### config.mk
export PLATFORM = sky130hd
export DESIGN_NAME = aibcr3pnr_rstseq
export DESIGN_NICKNAME = d
export VERILOG_FILES = /design/src/rtl/aibcr3pnr_rstseq.sv
export SDC_FILE = /design/constraint.sdc
export NUM_CORES = 1
export LEC_CHECK = 0
export ABC_AREA = 1
export CAP_MARGIN = 20
export CORE_ASPECT_RATIO = 0.7
export CORE_MARGIN = 3
export CORE_UTILIZATION = 45
export DETAILED_ROUTE_END_ITERATION = 10
export PLACE_DENSITY_LB_ADDON = 0.25
export SLEW_MARGIN = 20
export SYNTH_ARGS = -nofsm -noshare
export SYNTH_HDL_FRONTEND = slang
export SYNTH_SLANG_ARGS = --single-unit
### constraint.sdc
create_clock -name clk -period 2.6 [get_ports clk]
set_clock_uncertainty 0.05 [all_clocks]
set_input_delay 0.52 -clock clk [delete_from_list [all_inputs] [get_ports clk]]
set_output_delay 0.52 -clock clk [all_outputs]
set_load 0.02 [all_outputs]
### src/rtl/aibcr3pnr_rstseq.sv
// Reset sequencer: releases NUM_DOM domain resets in ascending order, each with a stagger and a ready/timeout handshake.
// Optional scan bypass of all domain resets via `define AIBCR3_RSTSEQ_SCAN_BYPASS_EN.
module aibcr3pnr_rstseq #(
    parameter int NUM_DOM     = 4,
    parameter int CNT_W       = 10,
    parameter int STAGGER_CYC = 16,
    parameter int TIMEOUT_CYC = 512
) (
    input  logic               clk,
    input  logic               rst_n,
    input  logic               scan_mode_n,
    input  logic               rst_n_bypass,
    input  logic               seq_start,
    input  logic               seq_abort,
    input  logic [NUM_DOM-1:0] dom_ready,
    output logic [NUM_DOM-1:0] dom_rst_n,
    output logic               seq_done,
    output logic               seq_err,
    output logic [2:0]         seq_err_dom,
    output logic [2:0]         seq_state
);

    typedef enum logic [2:0] {
        IDLE     = 3'd0,
        RELEASE  = 3'd1,
        STAGGER  = 3'd2,
        WAIT_RDY = 3'd3,
        NEXT     = 3'd4,
        DONE     = 3'd5,
        ERR      = 3'd6
    } state_t;

    localparam logic [CNT_W-1:0] STG_LAST = CNT_W'(STAGGER_CYC - 1);
    localparam logic [CNT_W-1:0] TMO_LAST = CNT_W'(TIMEOUT_CYC - 1);
    localparam logic [2:0]       LAST_IDX = 3'(NUM_DOM - 1);

    state_t             state, state_nxt;
    logic [CNT_W-1:0]   cnt, cnt_nxt;
    logic [2:0]         idx, idx_nxt;
    logic [NUM_DOM-1:0] rst_q, rst_nxt;
    logic [NUM_DOM-1:0] rdy_p0, rdy_p1;
    logic [NUM_DOM-1:0] idx_mask;
    logic               rdy_cur;
    logic               scan_hold;

`ifdef AIBCR3_RSTSEQ_SCAN_BYPASS_EN
    assign scan_hold = ~scan_mode_n;
    assign dom_rst_n = scan_hold ? {NUM_DOM{rst_n_bypass}} : rst_q;
`else
    logic unused_scan;
    assign unused_scan = scan_mode_n ^ rst_n_bypass;
    assign scan_hold   = 1'b0;
    assign dom_rst_n   = rst_q;
`endif

    // Stage p0/p1: two-flop synchronizer for the asynchronous ready inputs
    always_ff @(posedge clk or negedge rst_n) begin
        if (!rst_n) begin
            rdy_p0 <= '0;
            rdy_p1 <= '0;
        end else begin
            rdy_p0 <= dom_ready;
            rdy_p1 <= rdy_p0;
        end
    end

    // idx is 3 bits wide regardless of NUM_DOM, so decode it instead of indexing
    always_comb begin
        idx_mask = '0;
        rdy_cur  = 1'b0;
        for (int i = 0; i < NUM_DOM; i++) begin
            if (idx == 3'(i)) begin
                idx_mask[i] = 1'b1;
                rdy_cur     = rdy_p1[i];
            end
        end
    end

    always_comb begin
        state_nxt = state;
        cnt_nxt   = cnt;
        idx_nxt   = idx;
        rst_nxt   = rst_q;
        if (seq_abort || scan_hold) begin
            state_nxt = IDLE;
            cnt_nxt   = '0;
            idx_nxt   = '0;
            rst_nxt   = '0;
        end else if (state == IDLE) begin
            rst_nxt = '0;
            if (seq_start) state_nxt = RELEASE;
        end else if (seq_start) begin
            // Dropping seq_start freezes every in-flight state; DONE and ERR ignore it anyway
            case (state)
                RELEASE: begin
                    rst_nxt   = rst_q | idx_mask;
                    cnt_nxt   = '0;
                    state_nxt = STAGGER;
                end
                STAGGER: begin
                    if (cnt == STG_LAST) begin
                        cnt_nxt   = '0;
                        state_nxt = WAIT_RDY;
                    end else begin
                        cnt_nxt = cnt + 1'b1;
                    end
                end
                WAIT_RDY: begin
                    if (rdy_cur) begin
                        cnt_nxt   = '0;
                        state_nxt = NEXT;
                    end else if (cnt == TMO_LAST) begin
                        rst_nxt   = rst_q & ~idx_mask;
                        state_nxt = ERR;
                    end else begin
                        cnt_nxt = cnt + 1'b1;
                    end
                end
                NEXT: begin
                    if (idx == LAST_IDX) begin
                        state_nxt = DONE;
                    end else begin
                        idx_nxt   = idx + 3'd1;
                        state_nxt = RELEASE;
                    end
                end
                DONE, ERR: begin
                end
                default: state_nxt = IDLE;
            endcase
        end
    end

    // Stage boundary: sequencer state register
    always_ff @(posedge clk or negedge rst_n) begin
        if (!rst_n) begin
            state <= IDLE;
            cnt   <= '0;
            idx   <= '0;
            rst_q <= '0;
        end else begin
            state <= state_nxt;
            cnt   <= cnt_nxt;
            idx   <= idx_nxt;
            rst_q <= rst_nxt;
        end
    end

    assign seq_state   = state;
    assign seq_done    = (state == DONE) && !scan_hold;
    assign seq_err     = (state == ERR) && !scan_hold;
    assign seq_err_dom = seq_err ? idx : 3'd0;

endmodule
==> After elaboration in Yosys (flattened, before gate mapping) <==
Index checks and enable logic that the tools add are counted.
{ "word_totals": {"ramBits": 0, "latchBits": 0, "romBits": 0, "mem_count": 0, "regBits": 28, "word_cells": 78} }
{ "classes": {"multipliers": 0, "reduce_logical": 12, "bitwise": 3, "eq_ne": 19, "div_mod_pow": 0, "addsub": 2, "muxes": 36, "order_cmp": 0, "shift": 0} }
{ "ops": {"columns": ["operator", "n"], "rows": [
  ["10-bit two-way mux", 6],
  ["3-bit two-way mux", 14],
  ["10-bit case mux with 3 select lines", 1],
  ["4-bit two-way mux", 5],
  ["4-bit != test, second input constant", 4],
  ["4-bit AND reduction", 4],
  ["3-bit case mux with 5 select lines", 1],
  ["3-bit by 2-bit equality test with 1-bit output, second input constant", 4],
  ["10-bit by 1-bit adder with 10-bit output, second input constant", 1],
  ["10-bit by 4-bit equality test with 1-bit output, second input constant", 1],
  ["10-bit by 9-bit equality test with 1-bit output, second input constant", 1],
  ["3-bit equality test, second input constant", 3],
  ["1-bit two-way mux", 8],
  ["4-bit case mux with 2 select lines", 1],
  ["4-bit nonzero test", 2],
  ["3-bit by 1-bit equality test with 1-bit output, second input constant", 2],
  ["3-bit zero test", 2],
  ["5-bit != test, second input constant", 1],
  ["4-bit bitwise AND", 1],
  ["2-bit != test, second input constant", 2],
  ["4-bit inverter", 1],
  ["4-bit OR", 1],
  ["2-bit nonzero test", 2],
  ["3-bit by 1-bit adder with 3-bit output, second input constant", 1],
  ["3 further kinds", 3]
]} }

==> Depth between registers and ports, before layout <==
{ "logic_depth": {"word_depth": 10, "depth_mapped": 14} }

==> Worst setup path before layout <==
Ideal clock, no wire load.
{ "synth_path": {"path_kind": "reg2out", "from": "reg state[1] (netlist: seq_state[1])", "to": "out seq_err_dom[0]", "arrival_ns": 1.499, "stages_incl_launch_ff": 5, "setup_slack_ns": 0.531, "t_required_ns": 2.030, "path_cell_list": "dfrtp_1 -> nand2_1 -> nor2_1 -> inv_1 -> nor2_1"} }
{ "synth_between": {"elab_chain_cells": 2} }
{ "synth_rtl": {"columns": ["item", "line", "source"], "rows": [
  ["from (decl)", "37", "state_t state, state_nxt;"],
  ["from (signal assigned)", "142", "state <= state_nxt;"],
  ["3-bit equality test", "151", "assign seq_err = (state == ERR) && !scan_hold;"],
  ["via seq_err", "18", "output logic seq_err,"],
  ["3-bit two-way mux", "152", "assign seq_err_dom = seq_err ? idx : 3'd0;"],
  ["to (decl)", "19", "output logic [2:0] seq_err_dom,"]
]} }
The timed path passes the listed nets, and every way through them passes these cells.

==> Worst setup path after layout <==
{ "layout_path": {"from": "reg state[0] (netlist: seq_state[0])", "to": "out seq_err_dom[0]"} }
{ "layout_between": {"elab_chain_cells": 2} }
{ "layout_rtl": {"columns": ["item", "line"], "rows": [
  ["3-bit equality test", "151"],
  ["3-bit two-way mux", "152"]
]} }
Every way passes these cells.

==> impl_metrics.csv <==
group,metric,value,unit
synthesis,synth_nets,273,
synthesis,ys_types,29,
clocking,cts_tree,"done",
power,switching_share,25.87,%
drt,wl_per_cell,12.18,µm
die,core,0.003739,mm²
clocking,clockRootBuffer,"clkbuf_8",
global_routing,grt_pass1_wl,6.748,mm
clocking,htree_levels,1,
die,start_util,50.00,%
placement,gp_congestion,0.8388,
setup_path,worstSetupStartpointType,"flop",
setup_path,critical_path_class,"flop to output pin",
power,ir_drop,0.2445,mV
power,power.internal,0.0007007,W
timing,final_hold_viol_count,0,
final_layout,fin_util,58.30,%
drt,vias_per_cell,5.027,
drt,drtPass1Iterations,4,
die,die_y,59.93,µm
clocking,clock_sinks,28,
timing,setup_viol,0,
drt,drc_errors,0,
global_routing,grt_overflow,0,
power,p_leak,1.080,nW
run,drv_cap,0,
synthesis,synthCells,257,
clocking,cts_hold_buffers,0,
hold_path,hp-class,"flop to flop",
timing,max_freq,0.4029,GHz
synthesis,synth-seq-cells,28,
power,power_frac_comb,14.1,%
clocking,insertion_delay,0.28,ns
global_routing,grt_max_degree,29,
global_routing,antenna_found_initial,0,
power,p_per_area,433.7,mW/mm²
setup_path,crit_arrival,1.91,ns
power,power_switching,0.0002445,W
synthesis,synth_area,0.001869,mm²
drt,drt-total-wl,3.995,mm
power,seq_power_share,48.5,%
placement,dpl.hpwl,3.029,mm
global_routing,grt_pass1_vias,1409,
die,dieWidth,83.04,µm
power,p_total,0.0009452,W
timing,fin_crit_sh,95.45,%
clocking,cts_setup_buffers,0,
die,num_io_pins,22,
clocking,clk_pin_slew,0.09,ns
die,row_count,18,
setup_path,cp-end-kind,"output pin",
timing,fin_crit,2.482,ns
synthesis,seq_area_frac_synth,37.48,%
timing,drv_slew,0,
die,dieArea,0.004976,mm²
synthesis,avgSynthCellArea,7.274,µm²
placement,port_buffers,19,
drt,ant_nets,0,
final_layout,syn_to_final_growth,16.60,%
drt,initialDrtViolationCount,152,
final_layout,final_net_count,295,
global_routing,grt_use_total,16.88,%
clocking,clk_path_buf_depth,2,
timing,relSlewSlack,55.50,%
drt,num_vias,1649,
timing,worst_slew_pin_slew,0.6605,ns
power,pwr-share-clk,37.4,%
final_layout,diodes,0,
final_layout,post_route_cells_drive_above_1_share,12.23,%
hold_path,holdPathStages,0,
setup_path,cp_max_fo,6,
synthesis,yosysWarnings,0,
setup_path,worst-endpoint-required,2.03,ns
timing,rsz0062_at_grt,"no",
timing,setup-tns-final,0,ns
setup_path,reg2regPathDepth,13,
clocking,cts_buffers,3,
run_status,outcome,"completed",
[placed cells by master, fill, tap and decap left out]
cell / instances
o2111ai_1: 1
o21ai_1: 1
dfrtp_1: 27
xor2_1: 2
xnor2_1: 1
inv_2: 3
a211oi_1: 1
nand4_2: 2
inv_1: 30
ha_1: 6
clkbuf_8: 3
nor2_1: 30
nand2_1: 74
dfrtp_2: 1
o31ai_1: 1
a21boi_1: 1
o21ai_0: 8
dlymetal6s2s_1: 2
o21bai_1: 1
nand3_2: 5
nand4_1: 12
a21oi_1: 7
bufinv_16: 1
nor3_1: 4
buf_4: 2
nand2_2: 7
clkdlybuf4s50_1: 17
nor2_8: 1
nand3_1: 18
nor2_2: 7
nor2_4: 1
nand3b_4: 1
[sequential cells by signal (all words and copies together), names as in the netlist]
register / count
rdy_p1: 4
idx: 3
cnt: 10
dom_rst_n: 4
seq_state: 3
rdy_p0: 4
[routing by layer]
metal,up-vias,track usage (%),part of all wire [%]
li1,862,-,-
met1,736,26.95,54
met2,49,22.83,38
met3,2,4.270,7.2
met4,0,2.564,0.20
met5,-,0,0
[cells by family (layout without fill, tap and decap cells)]
| kind of cell | Yosys count | in the layout | share of synthesized area [%] |
|---|---|---|---|
| AOI/OAI and AO/OA | 21 | 21 | 6.359 |
| and+or+nand+nor | 162 | 162 | 42.10 |
| xor gates and xnor gates | 3 | 3 | 1.406 |
| buffers and inverters | 37 | 58 | 8.635 |
| adders and majority gates | 6 | 6 | 4.016 |
| DFF | 28 | 28 | 37.48 |
[Yosys cell counts]
library cell,count,area share [%]
a21oi_1,7,1.9
buf_6,2,1.2
dfrtp_1,28,37
a21boi_1,1,0.40
xnor2_1,1,0.47
ha_1,6,4.0
nand3_2,5,2.7
xor2_1,2,0.94
nand4_2,2,1.3
nor3_1,4,1.1
o21bai_1,1,0.40
clkbuf_4,1,0.40
buf_4,1,0.40
nor2_4,1,0.60
nand2_1,74,15
a211oi_1,1,0.40
o31ai_1,1,0.40
inv_1,30,6.0
nor2_2,6,2.0
nand2_2,7,2.3
nand3b_4,1,1.1
o21ai_0,8,2.1
nor2_8,1,1.1
nand3_1,18,4.8
o21ai_1,1,0.27
nor2_1,31,6.2
nand4_1,12,4.0
inv_2,3,0.60
o2111ai_1,1,0.47
[critical path, stage by stage (launching register included)]
cell and delay [ns]:
dfrtp_1 0.47, inv_2 0.12, nand2_1 0.11, nor2_2 0.17, inv_1 0.09, nor2_1 0.08, clkdlybuf4s50_1 0.61
[final timing paths]
kind	start	end	slack, ns
worst max-delay path	seq_state[0]$_DFFE_PN0P_	seq_err_dom[0]	0.12
worst min-delay path	rdy_p0[1]$_DFF_PN0_	rdy_p1[1]$_DFF_PN0_	0.31
worst max register to register	idx[0]$_DFFE_PN0P_	seq_state[0]$_DFFE_PN0P_	0.67
worst min register to register	rdy_p0[1]$_DFF_PN0_	rdy_p1[1]$_DFF_PN0_	0.31
max in group asynchronous	rst_n	seq_state[1]$_DFFE_PN0P_	1.65
min in group asynchronous	rst_n	dom_rst_n[1]$_DFFE_PN0P_	0.55
[repair_timing]
item	in CTS	in global routing
hold endpoints to repair	0	0
endpoints found under the setup margin	0	3
gates resized for setup	0	4
[cell type report]
| class | instances | area (µm²) |
|---|---|---|
| inverters | 33 | 123.9 |
| fillers | 361 | 1559 |
| well taps | 50 | 62.56 |
| clock inverters | 1 | 30.03 |
| repair buffers | 21 | 210.2 |
| flip-flops and latches | 28 | 701.9 |
| multi-input cells | 192 | 1010 |
| clock buffers | 3 | 41.29 |
[per-stage QoR]
| stage | hold WS, ns | std cells | setup WS, ns | area, µm² |
|---|---|---|---|---|
| 2_1_floorplan | 0.1744 | 257 | 0.5310 | 1869 |
| 3_3_place_gp | 0.2824 | 324 | 0.3665 | 2100 |
| 3_5_place_dp | 0.2847 | 324 | 0.3481 | 2100 |
| 4_1_cts | 0.3076 | 328 | 0.01811 | 2171 |
| 5_1_grt | 0.3148 | 328 | 0.01478 | 2180 |
| 6_report | 0.3058 | 328 | 0.1182 | 2180 |
[power groups by stage]
stage | Clock [W] | Sequential (W) | Combinational (W)
after global placement | 0 | 0.000467 | 0.000133
after CTS | 0.000358 | 0.000459 | 0.000134
after floorplan | 0 | 0.000471 | 0.0000770
final | 0.000353 | 0.000459 | 0.000133
after global routing | 0.000377 | 0.000461 | 0.000149
after detailed placement | 0 | 0.000467 | 0.000133
Power figures use the tool's default switching activity.
